--- config.mk ---
export PLATFORM = sky130hd
export DESIGN_NAME = wb_rr_arbiter
export DESIGN_NICKNAME = d
export VERILOG_FILES = /design/src/rtl/wb_rr_arbiter.sv
export SDC_FILE = /design/constraint.sdc
export NUM_CORES = 1
export LEC_CHECK = 0
export CORE_AREA = 5 5 165 167
export DETAILED_ROUTE_END_ITERATION = 12
export DIE_AREA = 0 0 170 172
export GPL_TIMING_DRIVEN = 0
export SYNTH_ARGS = -nofsm -noshare
export SYNTH_HDL_FRONTEND = slang
export SYNTH_SLANG_ARGS = --single-unit
--- constraint.sdc ---
create_clock -name wb_clk_i -period 1.75 [get_ports wb_clk_i]
set_input_delay 0.2625 -clock wb_clk_i [delete_from_list [all_inputs] [get_ports wb_clk_i]]
set_output_delay 0.2625 -clock wb_clk_i [all_outputs]
set_load 0.005 [all_outputs]
--- src/rtl/wb_rr_arbiter.sv ---
`default_nettype none
// ============================================================================
//  Module   : wb_rr_arbiter
//  Purpose  : N-master Wishbone classic-cycle arbiter. Round-robin priority,
//             grant held for one whole transfer. Optional bus-timeout recovery
//             is enabled by the macro WB_RR_ARBITER_TIMEOUT_EN.
//  Revision : 1.0 - initial release
// ----------------------------------------------------------------------------
//  Ports
//    wb_clk_i, wb_rst_i      clock, asynchronous active-high reset
//    m_stb_i/m_cyc_i/m_we_i  per-master strobe / cycle / write enable
//    m_sel_i/m_adr_i/m_dat_i packed per-master byte selects, address, wdata
//                            (master k at [k*W +: W])
//    m_ack_o/m_err_o         per-master ack / timeout error
//    m_dat_o                 read data, broadcast to all masters
//    s_*_o / s_ack_i/s_dat_i shared slave port
//    grant_o                 registered one-hot grant
// ============================================================================
module wb_rr_arbiter #(
  parameter int N_MASTERS = 4,
  parameter int AW        = 32,
  parameter int DW        = 32,
  parameter int TIMEOUT   = 255
) (
  input  logic                      wb_clk_i,
  input  logic                      wb_rst_i,
  input  logic [N_MASTERS-1:0]      m_stb_i,
  input  logic [N_MASTERS-1:0]      m_cyc_i,
  input  logic [N_MASTERS-1:0]      m_we_i,
  input  logic [N_MASTERS*DW/8-1:0] m_sel_i,
  input  logic [N_MASTERS*AW-1:0]   m_adr_i,
  input  logic [N_MASTERS*DW-1:0]   m_dat_i,
  output logic [N_MASTERS-1:0]      m_ack_o,
  output logic [N_MASTERS-1:0]      m_err_o,
  output logic [DW-1:0]             m_dat_o,
  output logic                      s_stb_o,
  output logic                      s_cyc_o,
  output logic                      s_we_o,
  output logic [DW/8-1:0]           s_sel_o,
  output logic [AW-1:0]             s_adr_o,
  output logic [DW-1:0]             s_dat_o,
  input  logic                      s_ack_i,
  input  logic [DW-1:0]             s_dat_i,
  output logic [N_MASTERS-1:0]      grant_o
);

  localparam int c_sw = DW / 8;
  localparam int c_iw = $clog2(N_MASTERS);

  generate
    if (N_MASTERS < 2 || N_MASTERS > 8 || (DW % 8) != 0 || TIMEOUT < 1 || TIMEOUT > 65535) begin : g_param_check
      $error("wb_rr_arbiter: illegal parameter value");
    end
  endgenerate

  typedef enum logic [0:0] {
    ST_IDLE = 1'b0,
    ST_BUSY = 1'b1
  } state_t;

  state_t                 state_q, state_d;
  logic [N_MASTERS-1:0]   grant_q, grant_d;
  logic [c_iw-1:0]        last_q, last_d;

  logic [N_MASTERS-1:0]   req;
  logic [c_iw-1:0]        win_idx;
  logic [c_iw-1:0]        cand;
  logic                   win_vld;
  logic [c_iw-1:0]        gnt_idx;
  logic                   busy;
  logic                   to_hit;

  assign req     = m_stb_i & m_cyc_i;
  assign busy    = (state_q == ST_BUSY);
  assign m_dat_o = s_dat_i;
  assign grant_o = grant_q;

  // Round-robin pick: first requester scanning upward from last+1 with wrap.
  always_comb begin
    win_vld = 1'b0;
    win_idx = '0;
    cand    = '0;
    for (int i = 1; i <= N_MASTERS; i++) begin
      cand = c_iw'((int'(last_q) + i) % N_MASTERS);
      if (!win_vld && req[cand]) begin
        win_vld = 1'b1;
        win_idx = cand;
      end
    end
  end

  // Binary index of the one-hot grant.
  always_comb begin
    gnt_idx = '0;
    for (int k = 0; k < N_MASTERS; k++) begin
      if (grant_q[k]) gnt_idx = c_iw'(k);
    end
  end

`ifdef WB_RR_ARBITER_TIMEOUT_EN
  logic [15:0] cnt_q, cnt_d;

  // An ack in the timeout cycle wins, so the hit is qualified by ~s_ack_i.
  assign to_hit  = busy & ~s_ack_i & (cnt_q == 16'(TIMEOUT - 1));
  assign m_err_o = grant_q & {N_MASTERS{to_hit}};

  // Held at zero outside BUSY, so it is zero on every BUSY entry.
  always_comb begin
    cnt_d = cnt_q;
    if (!busy)         cnt_d = '0;
    else if (!s_ack_i) cnt_d = cnt_q + 16'd1;
  end

  always_ff @(posedge wb_clk_i or posedge wb_rst_i) begin
    if (wb_rst_i) cnt_q <= '0;
    else          cnt_q <= cnt_d;
  end
`else
  assign to_hit  = 1'b0;
  assign m_err_o = '0;
`endif

  // Next-state logic. Ack is tested first so ack+abort counts as ack;
  // all three exits behave identically apart from the ack itself.
  always_comb begin
    state_d = state_q;
    grant_d = grant_q;
    last_d  = last_q;
    case (state_q)
      ST_IDLE: begin
        if (win_vld) begin
          state_d = ST_BUSY;
          grant_d = {{(N_MASTERS-1){1'b0}}, 1'b1} << win_idx;
        end
      end
      ST_BUSY: begin
        if (s_ack_i || !m_cyc_i[gnt_idx] || to_hit) begin
          state_d = ST_IDLE;
          grant_d = '0;
          last_d  = gnt_idx;
        end
      end
      default: begin
        state_d = ST_IDLE;
        grant_d = '0;
      end
    endcase
  end

  always_ff @(posedge wb_clk_i or posedge wb_rst_i) begin
    if (wb_rst_i) begin
      state_q <= ST_IDLE;
      grant_q <= '0;
      last_q  <= c_iw'(N_MASTERS - 1);
    end else begin
      state_q <= state_d;
      grant_q <= grant_d;
      last_q  <= last_d;
    end
  end

  // Slave-side mux: everything zero unless a master holds the grant.
  always_comb begin
    s_stb_o = 1'b0;
    s_cyc_o = 1'b0;
    s_we_o  = 1'b0;
    s_sel_o = '0;
    s_adr_o = '0;
    s_dat_o = '0;
    for (int k = 0; k < N_MASTERS; k++) begin
      if (busy && grant_q[k]) begin
        s_stb_o = m_stb_i[k];
        s_cyc_o = m_cyc_i[k];
        s_we_o  = m_we_i[k];
        s_sel_o = m_sel_i[k*c_sw +: c_sw];
        s_adr_o = m_adr_i[k*AW +: AW];
        s_dat_o = m_dat_i[k*DW +: DW];
      end
    end
  end

  assign m_ack_o = busy ? (grant_q & {N_MASTERS{s_ack_i}}) : '0;

endmodule
`default_nettype wire

# [Word level (Yosys, flattened, before mapping)]
# Index checks and enable logic that the tools add are counted.
[classes] n_eq_ne=2 magnitude_cmp=5 n_reduce_logical=14 n_bitwise=3 mux=52 shifts=1 add_sub_neg=4
[ops] cell="$mux 32" count=8
[ops] cell="$mux 4" count=7
[ops] cell="$mux 1" count=24
[ops] cell="$lt 2x3->1 const B" count=5
[ops] cell="$mux 2" count=6
[ops] cell="$bmux 1 s2" count=5
[ops] cell="$and 4x4->4" count=2
[ops] cell="$pmux 4 s2" count=1
[ops] cell="$logic_and 1x1->1" count=7
[ops] cell="$add 2x1->2 const B" count=2
[ops] cell="$add 2x2->2 const B" count=2
[ops] cell="$logic_not 1->1" count=4
[ops] cell="$reduce_and 2->1" count=2
[ops] cell="$shl 1x2->4 const A" count=1
[ops] cell="$ne 2x1->1 const B" count=1
[ops] cell="$ne 2x2->1 const B" count=1
[ops] cell="$pmux 1 s2" count=1
[ops] cell="$logic_or 1x1->1" count=1
[ops] cell="$not 1->1" count=1
[totals] ff_bits=7 output_inout_bits=115 input_bits=319 word_cells=84

# [Logic depth before layout (Yosys ltp)]
[depth] depth_word=16 mapped_depth=7 mapped_depth_nobuf=5

# [Least setup slack after synthesis]
# Ideal clock, no wire load.
[synth_path] path_kind="register -> output" startpoint="register grant_q[1] (netlist: grant_o[1])" endpoint="output s_cyc_o" required_time_ps=1487 setup_slack_ps=161 n_path_buf=2 stages_incl_launch_ff=7 arrival_ps=1326 path_cell_list="dfrtp_1 and2_1 clkbuf_2 buf_2 a221o_1 o21ai_1 o21ai_2"
[synth_via] elab_chain_len=4
[synth_lines] element="start: declaration" line="62" text="logic [N_MASTERS-1:0] grant_q, grant_d;"
[synth_lines] element="start signal: assignment" line="157" text="grant_q <= grant_d;"
[synth_lines] element="$logic_and 1x1->1" line="171" text="if (busy && grant_q[k]) begin"
[synth_lines] element="$mux 1 (3 in a row)" line="171"
[synth_lines] element="end: declaration" line="37" text="output logic s_cyc_o,"
# No other way between the ends.

# [Worst setup path in the final report]
[layout_path] startpoint="register state_q (netlist: busy)" endpoint="output s_adr_o[17]"
[layout_via] elab_chain_len=5 elab_cells_between_ends=8 classes_between="4 x mux; 4 x reduce/logical"
[layout_lines] element="start: declaration" line="61" text="state_t state_q, state_d;"
[layout_lines] element="start signal: assignment" line="156" text="state_q <= state_d;"
[layout_lines] element="$logic_and 1x1->1" line="171"
[layout_lines] element="$mux 32 (3 in a row)" line="171"
[layout_lines] element="$mux 32 *" line="171"
[layout_lines] element="end: declaration" line="40" text="output logic [AW-1:0] s_adr_o,"
# Mark *: on every way between the ends. The rest lies on a longest branch, timed or not.

==> summary.md <==
| Metric | Value |
|---|---|
| Outcome | finished with violations |
| Failing checks | setup timing |
| Share of cells above drive strength 1 | 0.260 |
| Critical Path RT | 1.49 ns |
| Worst slew pin tran | 0.616 ns |
| Total core area | 0.0256 mm² |
| Worst slack at placement | -1.23 ns |
| Input/output buffers | 397 |
| Post-Synth XOR/XNOR Area | 0 |
| Startpoint types | flip-flop |
| Setup ws final | -0.455 ns |
| FF+latch area | 181 µm² |
| CP Class | reg2out |
| Dpl hpwl | 20,400 µm |
| Main combinational cell family by area after synthesis | compound AO/OA/AOI/OAI gates |
| Yosys warns | 0 |
| Nets | 1,188 |
| VDD IR-drop max | 0.529 mV |
| Compound-gate portion of the synthesized area | 0.577 |
| Area occupied by multi-input gates | 0.00211 mm² |
| Clock Tree Buf Depth | 2 |
| DRT Pass-1 Iters | 5 |
| Hold WS | 0.264 ns |
| Final Max Tran Viols | 0 |
| Fmax | 0.453 GHz |
| Row count | 59 |
| Count of cell types in the netlist | 34 |
| Area delta synth->final | 186% |
| Clock Latency Late Sink | 0.23 ns |
| GP Congestion | 0.870 |
| Post-route ant nets | 0 |
| Synthesized flop and latch total | 7 |
| CP startpoint | busy |
| Clock slew seen by the registers of the worst setup and hold paths | 0.04 ns |
| IO Pins | 434 |
| Area contributors post-synth | o21ai_1 27%, a221o_1 27%, nand2_1 12% |
| Simple-gate portion of the synthesized area | 0.160 |
| Average size of a mapped cell | 6.24 µm² |
| Wire per inst | 21.0 µm |
| Vias in the first global route | 5,207 |
| MaxCap Viol Count | 0 |
| Rel. slew slack | 0.589 |
| Root buffer cell | clkbuf_16 |
| Mux share of post-synthesis cell area | 0.00422 |
| Synth cell count leaders | 143 x o21ai_1, 84 x nand2_1, 71 x a221o_1, 36 x buf_4, 31 x buf_2 |
| Final period util | 1.26 |
| Total global routing overflow | 0 |
| CTS tree | built |
| Top cell type's share of synthesized area | 0.268 |
| Post-Synth Adder-Cell Area | 0 |
| Static Leak | 3.11 nW |
| Die height | 172 µm |
| Synthesized instance count | 427 |
| CP endpoint kind | primary output |
| Number of synthesized flops with an enable pin | 0 |
| Total number of vias | 5,187 |
| Main flop type after synthesis | dfrtp_1 |
| R2r startpoint | grant_o[1] |
| Period minus WS final | 2.21 ns |
| Most frequent cell after synthesis | o21ai_1 |
| Pwr per Cell Area | 961 mW/mm² |
| RSZ-0062 raised after global routing | yes |
| Final Skew | 0.000586 ns |
| Die extent in x | 170 µm |
| Register area share after synthesis | 0.0666 |
| CP Max Fanout | 5 |
| Initial core utilization | 0.104 |
| Pin count of the biggest net entering global routing | 11 |
| Final setup fails | 71 |
| Min-delay worst type | in2async |
| Crit path DAT | 1.94 ns |
| DRT iter0 DRCs | 294 |
| Clock Sinks | 7 |
| Synth async-reset ratio | 1.00 |
| Number of antenna violations at the first check in global routing | 6 |
| Die area | 0.0292 mm² |
| Via-to-Cell Ratio | 4.30 |
| First-pass GRT wire length | 33,700 µm |
| Post-Synthesis Cell Area | 0.00267 mm² |
| Yosys top cell by area | o21ai_1 |
| GRT Util Overall | 0.151 |
| Total CTS buffers | 3 |
| H-tree depth | 1 |
| Final WL | 25,400 µm |
| Post-route DRC | 0 |
| Fill cells | 2,775 |
| Final hold vios | 0 |
==> registers in the layout (all words and copies together) (netlist names) <==
name	cells
busy	1
grant_o	4
last_q	2
==> path summary, 6_finish.rpt <==
path	to	slack, ns	cells after the start
worst max-delay path	s_adr_o[17]	-0.46	11
worst min-delay path	busy	0.26	2
worst max register to register	grant_o[3]	0.11	7
worst min register to register	last_q[1]	0.49	2
max in group asynchronous	last_q[0]	1.22	2
min in group wb_clk_i	last_q[1]	0.49	2
==> critical path, cell delays in order, from the launching register on <==
cell	delay, ns
dfrtp_1	0.38
buf_6	0.13
nand2_4	0.07
nor2_4	0.06
buf_6	0.13
buf_6	0.11
buf_6	0.12
buf_6	0.11
a221o_1	0.31
o21ai_2	0.07
o21ai_1	0.07
buf_2	0.15
==> cells by family after synthesis <==
logic type      Yosys count
mux                       1
compound gates          230
simple gates            103
flops                     7
other cells               1
buf+inv                  85
==> layout make-up <==
class                   count  share of cell area
plain buffers              82              0.0882
inverters                   2            0.000986
well taps                 335              0.0550
clock buffers               4              0.0103
repair buffers            434               0.543
diodes                      3            0.000986
multi-input cells         339               0.277
flip-flops and latches      7              0.0238
==> routing by layer <==
| layer | global-route usage | up-vias | share of wire |
|---|---|---|---|
| met2 | 0.271 | 273 | 0.51 |
| met3 | 0.0290 | 22 | 0.077 |
| li1 | - | 2485 | - |
| met1 | 0.196 | 2401 | 0.40 |
| met5 | 0 | - | 0.0015 |
| met4 | 0.0160 | 6 | 0.010 |
==> stage by stage <==
| step | setup TNS [ns] | utilization | cell area [µm²] | cells | total power [mW] |
|---|---|---|---|---|---|
| after floorplan | 0 | - | 2680 | 430 | 2.97 |
| after global placement | -68.28 | 0.276 | 7070 | 1162 | 6.64 |
| after detailed placement | -68.86 | 0.276 | 7070 | 1162 | 6.64 |
| after CTS | -29.01 | 0.293 | 7500 | 1200 | 7.21 |
| after global routing | -32.63 | 0.297 | 7610 | 1205 | 7.86 |
| final | -26.54 | 0.297 | 7620 | 1206 | 7.32 |
==> placed cells by master, fill, tap and decap left out, types with 4 or more instances in the layout <==
cell type        instances
a221o_1                 71
and3_1                   4
buf_12                   7
buf_16                   4
buf_2                   80
buf_4                   52
buf_6                   25
buf_8                    7
clkbuf_1                 6
clkbuf_16                5
clkbuf_2                 5
clkdlybuf4s50_1        322
conb_1                   4
dlygate4sd2_1            4
nand2_1                 83
o21ai_1                119
o21ai_2                 27
o22ai_1                  4
==> timing repair <==
item / in CTS / in global routing
hold endpoints to repair: 0 / 0
endpoints found under the setup margin: 72 / 75
hold buffers: 0 / 0
setup buffers: 26 / 4
resized for setup: 389 / 26
cloned: 9 / 3
pin swaps: 57 / 47
==> report_power, final <==
group,switching (mW),internal [mW]
Combinational,3.08,3.53
Sequential,0.0746,0.237
Clock,0.0930,0.304
Note: power is estimated with default switching activity, not from simulation.
